## config.mk

```make
export PLATFORM = sky130hd
export DESIGN_NAME = ram8_dmux_flat
export DESIGN_NICKNAME = d
export VERILOG_FILES = /design/src/rtl/ram8_dmux_pkg.sv /design/src/rtl/ram8_dmux_if.sv /design/src/rtl/dmux8way.sv /design/src/rtl/mux16.sv /design/src/rtl/ram8_dmux.sv /design/src/flat_wrapper.sv
export SDC_FILE = /design/constraint.sdc
export NUM_CORES = 1
export LEC_CHECK = 0
export CAP_MARGIN = 15
export CORE_UTILIZATION = 55
export CTS_BUF_LIST = sky130_fd_sc_hd__clkbuf_8
export DETAILED_ROUTE_END_ITERATION = 7
export PLACE_DENSITY = 0.78
export SYNTH_ARGS = -nofsm -noshare
export SYNTH_HDL_FRONTEND = slang
export SYNTH_SLANG_ARGS = --single-unit
export TNS_END_PERCENT = 10
```

## constraint.sdc

```tcl
create_clock -name clk -period 1.4 [get_ports clk]
set_input_delay 0.14 -clock clk [delete_from_list [all_inputs] [get_ports clk]]
set_output_delay 0.14 -clock clk [all_outputs]
set_load 0.02 [all_outputs]
```

## src/rtl/ram8_dmux_pkg.sv

```systemverilog
// Shared constants for the RAM8 register bank and the blocks that reuse it.
package ram8_dmux_pkg;
    localparam int                WORD_W      = 16;
    localparam int                RAM8_ADDR_W = 3;
    localparam int                RAM8_DEPTH  = 8;
    localparam logic [WORD_W-1:0] WORD_RESET  = 16'h0000;
endpackage

```

## src/rtl/ram8_dmux_if.sv

```systemverilog
// Data/control bundle for one RAM8 bank: write data, load strobe, address and read data.
interface ram8_dmux_if
    import ram8_dmux_pkg::*;
#(
    parameter int WIDTH  = WORD_W,
    parameter int ADDR_W = RAM8_ADDR_W
);
    logic [WIDTH-1:0]  in;
    logic              load;
    logic [ADDR_W-1:0] address;
    logic [WIDTH-1:0]  out;

    modport master (output in, output load, output address, input out);
    modport slave  (input in, input load, input address, output out);
endinterface

```

## src/rtl/dmux8way.sv

```systemverilog
// 1-to-8 demultiplexer: routes a single strobe to the output selected by sel.
module dmux8way (
    input  logic       in,
    input  logic [2:0] sel,
    output logic       a,
    output logic       b,
    output logic       c,
    output logic       d,
    output logic       e,
    output logic       f,
    output logic       g,
    output logic       h
);
    assign a = in & (sel == 3'd0);
    assign b = in & (sel == 3'd1);
    assign c = in & (sel == 3'd2);
    assign d = in & (sel == 3'd3);
    assign e = in & (sel == 3'd4);
    assign f = in & (sel == 3'd5);
    assign g = in & (sel == 3'd6);
    assign h = in & (sel == 3'd7);
endmodule

```

## src/rtl/mux16.sv

```systemverilog
// Word-wide 2:1 mux cell: out = sel ? b : a.
module mux16 #(
    parameter int WIDTH = 16
) (
    input  logic [WIDTH-1:0] a,
    input  logic [WIDTH-1:0] b,
    input  logic             sel,
    output logic [WIDTH-1:0] out
);
    assign out = sel ? b : a;
endmodule

```

## src/rtl/ram8_dmux.sv

```systemverilog
// 8 x WIDTH register bank: demuxed load strobe on the write side, mux tree on the read side.
module ram8_dmux
    import ram8_dmux_pkg::*;
#(
    parameter int WIDTH  = WORD_W,
    parameter int ADDR_W = RAM8_ADDR_W
) (
    input  logic         clk,
    input  logic         reset,
    ram8_dmux_if.slave   bus
);
    localparam int DEPTH = 1 << ADDR_W;

    logic [DEPTH-1:0] sel_v;
    logic [WIDTH-1:0] word [DEPTH];
    logic [WIDTH-1:0] lvl1 [4];
    logic [WIDTH-1:0] lvl2 [2];

    dmux8way u_dmux (
        .in  (bus.load),
        .sel (bus.address),
        .a   (sel_v[0]),
        .b   (sel_v[1]),
        .c   (sel_v[2]),
        .d   (sel_v[3]),
        .e   (sel_v[4]),
        .f   (sel_v[5]),
        .g   (sel_v[6]),
        .h   (sel_v[7])
    );

    // Reset has priority, so an unknown load/address during reset cannot reach the words.
    always_ff @(posedge clk) begin
        if (reset) begin
            for (int k = 0; k < DEPTH; k++) begin
                word[k] <= WIDTH'(WORD_RESET);
            end
        end else begin
            for (int k = 0; k < DEPTH; k++) begin
                if (sel_v[k]) begin
                    word[k] <= bus.in;
                end
            end
        end
    end

    // Read tree: address[0] picks within pairs, address[2] makes the final choice.
    for (genvar i = 0; i < 4; i++) begin : g_lvl1
        mux16 #(.WIDTH(WIDTH)) u_mux (
            .a   (word[2*i]),
            .b   (word[2*i+1]),
            .sel (bus.address[0]),
            .out (lvl1[i])
        );
    end

    for (genvar i = 0; i < 2; i++) begin : g_lvl2
        mux16 #(.WIDTH(WIDTH)) u_mux (
            .a   (lvl1[2*i]),
            .b   (lvl1[2*i+1]),
            .sel (bus.address[1]),
            .out (lvl2[i])
        );
    end

    mux16 #(.WIDTH(WIDTH)) u_mux_lvl3 (
        .a   (lvl2[0]),
        .b   (lvl2[1]),
        .sel (bus.address[2]),
        .out (bus.out)
    );
endmodule

```

## src/flat_wrapper.sv

```systemverilog
// flat-port wrapper written by rule: the top's interface ports become plain ports
module ram8_dmux_flat import ram8_dmux_pkg::*;
#(
    parameter int WIDTH  = WORD_W,
    parameter int ADDR_W = RAM8_ADDR_W
)
  (clk, reset, bus_in, bus_load, bus_address, bus_out);
  ram8_dmux_if #(.WIDTH(WIDTH), .ADDR_W(ADDR_W)) bus_i ();
  input  logic clk;
  input  logic reset;
  input wire logic [$bits(bus_i.in)-1:0] bus_in;
  input wire logic [$bits(bus_i.load)-1:0] bus_load;
  input wire logic [$bits(bus_i.address)-1:0] bus_address;
  output wire logic [$bits(bus_i.out)-1:0] bus_out;
  assign bus_i.in = bus_in;
  assign bus_i.load = bus_load;
  assign bus_i.address = bus_address;
  assign bus_out = bus_i.out;
  ram8_dmux #(.WIDTH(WIDTH), .ADDR_W(ADDR_W)) u_core (.clk(clk), .reset(reset), .bus(bus_i));
endmodule
```

# Yosys cells after proc, flatten, opt, wreduce, memory -nomap -nowiden
# Memory sizes are Yosys's and may differ from the RTL's.
# Cells that the tools add are included.
word_totals:
  ff_bits: 0
  mem_bits_rw: 128
  out_inout_bits: 16
  word_cells: 66
  n_memories: 1
classes:
  n_eq_ne: 7
  n_mux: 41
  n_bitwise: 16
  n_reduce_logical: 1
memory_table:
  columns: ["memory", "depth", "width", "read_ports", "rd_clocked_by_memory_dff", "wr", "line", "source"]
  rows:
  - ["u_core.word", 8, 16, 8, 0, 8, "ram8_dmux.sv:15", "logic [WIDTH-1:0] word [DEPTH];"]
op_table:
  columns: ["cell", "count"]
  rows:
  - ["$mux W16", 15]
  - ["$mux W1", 26]
  - ["$eq A3 B3 Y1 const B", 4]
  - ["$and A1 B1 Y1", 8]
  - ["$or A1 B1 Y1", 8]
  - ["$eq A3 B2 Y1 const B", 2]
  - ["$eq A3 B1 Y1 const B", 1]
  - ["$logic_not A3 Y1", 1]

# Longest topological paths before layout
# Gate-level depths: netlist of the first run.
logic_depth:
  ltp_word: 6
  mapped_depth: 6
  ltp_nobuf: 3

# By module
# A second synthesis of the first run with hierarchy kept.
unflattened:
  hier_cells: 401
  hier_area_um2: 6799.0
modules_own_cells:
  columns: ["module", "n_inst", "cells_each", "area_each_um2", "seq_area_each_um2"]
  rows:
  - ["ram8_dmux", 1, 267, 4959.8, 3843.7]
  - ["mux16", 7, 18, 249.0, 0.0]
  - ["dmux8way", 1, 8, 96.3, 0.0]

# Worst setup path before layout of the first run
# OpenSTA, ideal clock, no wires.
synth_path:
  path_type: "input to register"
  from: "input bus_address[2]"
  to: "memory u_core.word[6][0], in the netlist u_core.word[1][32], enable pin"
  t_arrival_ns: 1.151
  required_time_ns: 1.027
  slack_ns: -0.124
  path_stages: 4
  path_cell_list: "buf_2 > buf_4 > buf_2 > a41o_1"
synth_rtl:
  columns: ["element", "line", "source"]
  rows:
  - ["start: declaration", "flat_wrapper.sv:13", "input wire logic [$bits(bus_i.address)-1:0] bus_address;"]
  - ["end: declaration", "ram8_dmux.sv:15", null]

==> results of run 1 <==
## worst paths after layout
kind	startpoint	cells past startpoint	slack, ns	endpoint
min	bus_in[7]	4	0.55	u_core.word[1][7]
max	u_core.word[0][13]	3	-0.47	bus_out[13]
## metal layers
layer | vias up | part of all wire [%] | global-route usage [%]
met4 | 0 | 1.1 | 10.73
met2 | 190 | 51 | 40.77
met3 | 18 | 8.5 | 7.186
li1 | 1597 | - | -
met1 | 1799 | 39 | 36.94
met5 | - | 0 | 0
## where the power goes
group | internal (uW) | switching [uW] | total, uW
Clock | 1320 | 1290 | 2610
Sequential | 4500 | 90.3 | 4600
Combinational | 542 | 598 | 1140
## layout make-up
type | instances | area, sq um | area share, %
sequential | 128 | 3844 | 55.10
multi-input combinational | 223 | 1664 | 23.86
timing repair buffer | 97 | 914.6 | 13.11
clock buffer | 17 | 234.0 | 3.354
tap | 133 | 166.4 | 2.386
clock inverter | 14 | 85.08 | 1.220
inverter | 18 | 67.56 | 0.9686
## what timing repair did
| action | 4_1_cts | 5_1_grt |
|---|---|---|
| pin swaps | 35 | 3 |
| setup endpoints to repair | 208 | 50 |
| resized for setup | 130 | 19 |
| endpoints found under the hold margin | 0 | 0 |
| cloned | 0 | 0 |
## worst max-delay path: stages (launching register included)
cell	delay, ns
edfxtp_1	0.40
mux4_2	0.47
mux2_4	0.30
buf_6	0.13
## cells in the final DEF (no fill, tap or decap), types with 2 or more instances in the layout
cell and instances:
buf_4 55, clkinv_2 2, nand2_1 11, buf_6 11
inv_1 21, nand2b_1 22, o22ai_4 2, clkinv_1 7
mux2_2 2, clkbuf_8 17, nor2b_1 2, nor2_1 103
buf_12 8, a22o_1 6, buf_2 2, o22ai_2 4
nand2_2 18, mux2_4 5, mux2i_1 12, clkdlybuf4s50_1 18
edfxtp_1 128, mux4_2 20, a211oi_2 5, nand3_2 3
## metrics by stage
step / total power, uW / std cells
floorplan: 5180 / 390
global route: 8616 / 630
detailed placement: 5709 / 599
CTS: 8333 / 630
finish: 8343 / 630
global placement: 5655 / 599
## kinds of logic (layout without fill, tap and decap cells)
logic type | after synthesis | in the layout | share of synthesized area, %
AO/OA/AOI/OAI | 20 | 20 | 2.773
multiplexers | 39 | 39 | 12.35
buffers and inverters | 39 | 146 | 3.511
AND/OR/NAND/NOR | 164 | 164 | 12.66
flip-flops | 128 | 128 | 68.71
==> qor.txt, run 1 <==
worst IR drop on VDD - 0.0007670 V
hold-fix buffers at CTS - 0
H-tree depth - 4
total grt overflow - 0
DRT Wirelength - 12890 microns
Synth cell types - 23
drt wl/cell - 20.47 microns
FFs w/ async S/R, synth - 0%
worst rel slew slack - 70.96%
core box area - 9819 sq um
Post-DRT Antenna Nets - 0
HP Class - in2reg
Syn Inst Count - 390
Root Buffer - clkbuf_8
critical path type - reg2out
failing checks - negative setup slack
Biggest register - u_core.word
Max Clk Rate - 0.5361 GHz
Top Registers - u_core.word (128)
post-layout util - 71.04%
number of synthesized flops with an enable pin - 128
All-Layer GR Usage - 26.70%
chip height - 102.9 microns
final antenna diode count - 0
first-pass GRT wire length - 19740 microns
leading area contributor after synthesis - edfxtp_1
fin crit share - 133.2%
Worst Slack Setup Final - -0.4654 ns
crit start category - register
TritonCTS clock tree - yes
leakage - 0.002668 uW
top cell type's share of synthesized area - 68.71%
Placed Instance Area - 6549 sq um
final RePlAce weighted congestion - 0.8990
Post-CTS Setup Bufs - 0
Die X - 102.9 microns
fin. max-slew vios - 0
via count - 3604
Initial Util - 56.97%
vias in the first global route - 3570
row count - 36
FILL cells - 683
Syn. warnings - 0
CTS Sinks - 128
number of flip-flops in the largest register - 128
pin count of the biggest net entering global routing - 25
final setup fails - 16
WHS - 0.5493 ns
DP Worst Slack - -0.9525 ns
max-cap viol count - 0
outcome - finished, violations left
port bufs - 37
Synth top cells by count - 128 x edfxtp_1, 103 x nor2_1, 29 x nand2_1
sequential fraction of the synthesis area - 68.71%
fraction of layout cells with a size suffix above 1 - 32.39%
full die area - 10580 sq um
WP data required - 1.26 ns
RSZ-0062 raised after global routing - true
drt via density - 5.721
Worst Tran Pin Value - 0.4356 ns
Pwr Density - 1196 nW/um^2
initial antenna violation count - 0
DRT iter0 DRCs - 306
Final TNS setup - -4.531 ns
drc violations - 0
Mean Syn Cell Area - 14.34 sq um
worst-case clock buffer depth - 2
Netlist Area Pre-Place - 5594 sq um
Clk pin slew, worst setup/hold paths - 0.07 ns
area grow syn2layout - 24.69%
hpwl dp - 8813 microns
top cells by area, synth - edfxtp_1 69%, nor2_1 6.9%, mux4_1 5.2%
crit path max fanout - 1
CTS buffer count - 17
most numerous cell in the Yosys netlist - edfxtp_1
Layout Nets - 507
crit path DAT - 1.73 ns
IO Pins - 38
CP Capture Type - output port
final hold vios - 0
Net Count, Synth - 412
Most used DFF post-synth - edfxtp_1
min cycle time layout - 1.865 ns
Seq cells post-synth - 128
final instance area - 6975 sq um
TritonRoute pass-1 iters - 5
Power figures use the tool's default switching activity.
==> run 2, diff against run 1 <==
- CORE_ASPECT_RATIO: default -> 0.7
==> run 2 against run 1 <==
The flow still finishes with violations (negative setup slack). Critical path type unchanged. Clock power rose by 36%. Highest routed layer unchanged. Fmax down 4.2%. Setup slack worse by 0.082 ns. Sequential share of layout area is 1.4 points lower. Critical path depth is the same. Die area about the same. Core utilization is 2.1 points higher. Global-route usage grew 1.1 points. Worst hold slack worse by 0.026 ns. Cell count increased by 0.79%. Sequential power about the same.
==> qor.txt, run 2 (synthesis gave the netlist of run 1 again) <==
number of flip-flops in the largest register - 128
DRT iter0 DRCs - 474
critical path startpoint - u_core.word[0][13]
sequential power share - 49.5%
CTS Sinks - 128
TritonRoute pass-1 iters - 5
Root Buffer - clkbuf_8
critical path's slowest cell - mux4_2
critical path type - reg2out
DRT Wirelength - 13320 microns
worst IR drop on VDD - 0.0007909 V
outcome - finished, violations left
final antenna diode count - 0
CTS buffer count - 17
hold-fix buffers at CTS - 0
Biggest register - u_core.word
final setup fails - 16
drt wl/cell - 20.97 microns
Logic pwr share - 12.3%
Worst Tran Pin Value - 0.4038 ns
crit-path cells - mux4_2 -> mux2_4 -> buf_6
Worst Slack Setup Final - -0.5476 ns
hpwl dp - 8741 microns
Post-Place Cells - 598
Initial Util - 57.10%
drc violations - 0
total grt overflow - 0
H-tree depth - 4
worst rel slew slack - 73.05%
post-route insts no fill - 635
worst setup path endpoint - bus_out[13]
Int Pwr - 7158 uW
min cycle time layout - 1.948 ns
Die X - 122.5 microns
Top Registers - u_core.word (128)
commonest non-fill, non-tap cell in the layout - edfxtp_1
initial antenna violation count - 0
Pwr Density - 1298 nW/um^2
most frequent cells in the layout - 128 x edfxtp_1, 102 x nor2_1, 59 x buf_4
Post-DRT Antenna Nets - 0
crit path DAT - 1.81 ns
pin count of the biggest net entering global routing - 25
Max Clk Rate - 0.5135 GHz
drt via density - 5.802
fin. max-slew vios - 0
worst-case clock buffer depth - 2
core box area - 9797 sq um
first-pass GRT wire length - 20180 microns
chip height - 86.38 microns
max-cap viol count - 0
final RePlAce weighted congestion - 0.8793
kind of cell adding the most delay to the critical path - multiplexers
All-Layer GR Usage - 27.82%
DP Worst Slack - -0.8377 ns
WP data required - 1.26 ns
failing checks - negative setup slack
power share of the clock group - 38.2%
critical path depth - 3
leakage - 0.002757 uW
crit start category - register
switching share of power - 23.00%
area grow syn2layout - 28.03%
port bufs - 37
crit path max fanout - 1
final hold vios - 0
vias in the first global route - 3558
Max stage delay on crit path - 0.48 ns
fin crit share - 139.1%
full die area - 10590 sq um
TritonCTS clock tree - yes
fraction of layout cells with a size suffix above 1 - 34.71%
row count - 30
IO Pins - 38
CP Capture Type - output port
WP buf/inv - 1
total power - 9296 uW
via count - 3684
HP Class - in2reg
Clk pin slew, worst setup/hold paths - 0.09 ns
Layout Nets - 516
RSZ-0062 raised after global routing - true
WHS - 0.5233 ns
Psw - 2138 uW
==> run 2: cell types whose count changed in the layout (fill, tap and decap cells not counted), moves of 4 or more <==
cell       before  now
mux2i_2         0    4
nand2_2        18   11
clkinv_1        7    0
buf_2           2    8
nand2_1        11   18
bufinv_16       1    5
mux2i_1        12    8
buf_4          55   59
==> run 2: power by group through the flow <==
stage          Clock, uW  Combinational, uW  Sequential, uW
2_1_floorplan          0                558            4620
3_3_place_gp           0               1050            4650
3_5_place_dp           0               1070            4660
4_1_cts             3580               1110            4590
5_1_grt             3730               1210            4620
6_report            3550               1150            4600
==> run 2: layout make-up <==
class | instances | area (sq um)
Sequential cell | 128 | 3844
Fill cell | 568 | 2635
Multi-Input combinational cell | 223 | 1648
Timing Repair Buffer | 106 | 991.0
Clock buffer | 17 | 234.0
Clock inverter | 15 | 217.7
Tap cell | 128 | 160.2
Inverter | 18 | 67.56
==> run 2: repair_timing <==
item                                    4_1_cts  5_1_grt
endpoints found under the hold margin         0        0
gates resized for setup                     115       18
buffers inserted                              5        0
pin swaps                                    21        4
endpoints found under the setup margin       80       31
==> run 2: worst min-delay path by stage <==
stage                          start                  to  slack, ns  depth (start not counted)
after floorplan           bus_in[15]  u_core.word[1][47]       0.44                          2
after global placement    bus_in[11]  u_core.word[0][27]       0.96                          4
after detailed placement   bus_in[7]   u_core.word[0][7]       0.98                          4
after CTS                 bus_in[11]  u_core.word[1][11]       0.50                          4
after global routing      bus_in[10]  u_core.word[1][10]       0.52                          4
final                     bus_in[13]  u_core.word[1][13]       0.52                          4
==> run 2: layer usage <==
metal	track usage [%]	vias to the layer above	wire, microns
met5	0	-	0
met4	11.86	0	346
met3	7.303	41	1399
met2	41.62	223	6164
met1	39.08	1805	5406
li1	-	1615	-
==> run 2: stage by stage <==
stage	util (%)	cell area [sq um]	setup TNS [ns]
3_5_place_dp	67.47	6610	-102.35
4_1_cts	72.68	7121	-5.666
3_3_place_gp	67.47	6610	-95.57
6_report	73.10	7162	-5.403
5_1_grt	73.10	7162	-6.242
2_1_floorplan	-	5595	-11.15
==> run 3, diff against run 2 <==
- CORE_UTILIZATION: 55 -> 53
- CTS_BUF_LIST: sky130_fd_sc_hd__clkbuf_8 -> default
- PLACE_DENSITY: 0.78 -> 0.76
==> run 3 against run 2 <==
The flow still finishes with violations (negative setup slack). Critical path depth is the same. Sequential cell count is the same. Sequential share of layout area fell by 0.91 points. Largest cell class unchanged. Total power grew 11%. Clock power is 27% higher. Setup slack better by 0.14 ns.
==> qor.txt, run 3 (synthesis gave the netlist of run 1 again) <==
CP Capture Type - output port
worst-case clock buffer depth - 2
Max stage delay on crit path - 0.46 ns
critical path's slowest cell - mux4_2
Worst Slack Setup Final - -0.4027 ns
WP data required - 1.26 ns
Top Registers - u_core.word (128)
min cycle time layout - 1.803 ns
WHS - 0.5290 ns
max-cap viol count - 0
leakage - 0.002812 uW
Post-Place Cells - 598
power share of the clock group - 43.8%
final setup fails - 16
Root Buffer - clkbuf_16
vias in the first global route - 3856
first-pass GRT wire length - 21960 microns
Biggest register - u_core.word
All-Layer GR Usage - 28.35%
Layout Nets - 512
worst rel slew slack - 75.95%
final antenna diode count - 0
Psw - 2280 uW
number of flip-flops in the largest register - 128
commonest non-fill, non-tap cell in the layout - edfxtp_1
port bufs - 37
RSZ-0062 raised after global routing - true
HP Class - in2reg
hold-fix buffers at CTS - 0
core box area - 9985 sq um
Worst Tran Pin Value - 0.3591 ns
row count - 30
total grt overflow - 0
final RePlAce weighted congestion - 0.8022
worst IR drop on VDD - 0.001012 V
fin. max-slew vios - 0
DRT Wirelength - 14560 microns
via count - 3833
hold path depth - 4
drc violations - 0
fin crit share - 128.8%
CTS Sinks - 128
chip height - 87.96 microns
initial antenna violation count - 0
outcome - finished, violations left
switching share of power - 22.18%
crit start category - register
post-route insts no fill - 631
Max Clk Rate - 0.5547 GHz
Post-DRT Antenna Nets - 0
CTS buffer count - 17
critical path type - reg2out
final hold vios - 0
critical path startpoint - u_core.word[1][13]
final instance area - 7286 sq um
sequential power share - 44.8%
IO Pins - 38
Die X - 124.8 microns
Post-CTS Setup Bufs - 0
drt wl/cell - 23.07 microns
Clk pin slew, worst setup/hold paths - 0.05 ns
most frequent cells in the layout - 128 x edfxtp_1, 101 x nor2_1, 62 x buf_4
hpwl dp - 9268 microns
crit-path cells - mux4_2 -> mux2_4 -> buf_6
Pwr Density - 1411 nW/um^2
H-tree depth - 4
Initial Util - 56.03%
pin count of the biggest net entering global routing - 22
crit path max fanout - 1
worst setup path endpoint - bus_out[13]
crit path DAT - 1.66 ns
TritonCTS clock tree - yes
Placed Instance Area - 6523 sq um
Logic pwr share - 11.4%
fraction of layout cells with a size suffix above 1 - 33.20%
DRT iter0 DRCs - 446
full die area - 10980 sq um
Int Pwr - 7998 uW
Final TNS setup - -4.138 ns
area grow syn2layout - 30.24%
total power - 10280 uW
TritonRoute pass-1 iters - 5
failing checks - negative setup slack
drt via density - 6.074
## run 3: routing by layer
metal	global-route usage, %	share of wire (%)
met5	0	0
met1	38.49	40
met3	6.597	10
met2	44.18	47
met4	13.92	3.0
## run 3: worst min path at each step
stage | from | slack (ns) | end
after global routing | bus_in[5] | 0.58 | u_core.word[1][21]
final | bus_in[8] | 0.53 | u_core.word[0][8]
after floorplan | bus_in[15] | 0.44 | u_core.word[1][47]
after detailed placement | bus_in[8] | 0.95 | u_core.word[0][24]
after global placement | bus_in[8] | 0.94 | u_core.word[0][8]
after CTS | bus_in[8] | 0.52 | u_core.word[0][8]
## run 3: layout make-up
cell class	count	area, sq um
multi-input combinational	223	1683
timing repair buffer	102	930.9
sequential	128	3844
clock inverter	14	171.4
inverter	18	67.56
tap	128	160.2
clock buffer	18	429.2
fill	608	2699
## run 3: stage by stage
step | setup slack (ns) | utilization [%]
2_1_floorplan | -0.1239 | -
3_3_place_gp | -0.9540 | 65.33
3_5_place_dp | -0.8990 | 65.33
4_1_cts | -0.4134 | 72.19
5_1_grt | -0.4449 | 72.97
6_report | -0.4027 | 72.97
## run 3: what timing repair did
action | 4_1_cts | 5_1_grt
cloned | 0 | 1
pin swaps | 30 | 8
endpoints found under the setup margin | 218 | 89
endpoints found under the hold margin | 0 | 0
resized for setup | 134 | 16
## run 3: power groups by stage
stage | sequential, uW | combinational, uW | clock (uW)
6_report | 4610 | 1170 | 4500
5_1_grt | 4620 | 1230 | 4670
4_1_cts | 4600 | 1120 | 4520
3_5_place_dp | 4660 | 1040 | 0
3_3_place_gp | 4640 | 1020 | 0
2_1_floorplan | 4620 | 558 | 0
## run 3: critical path: cells and delay by family, from the launching register on
| kind | cells | cell delay (ns) |
|---|---|---|
| mux | 2 | 0.73 |
| buf+inv | 1 | 0.13 |
| flops | 1 | 0.39 |
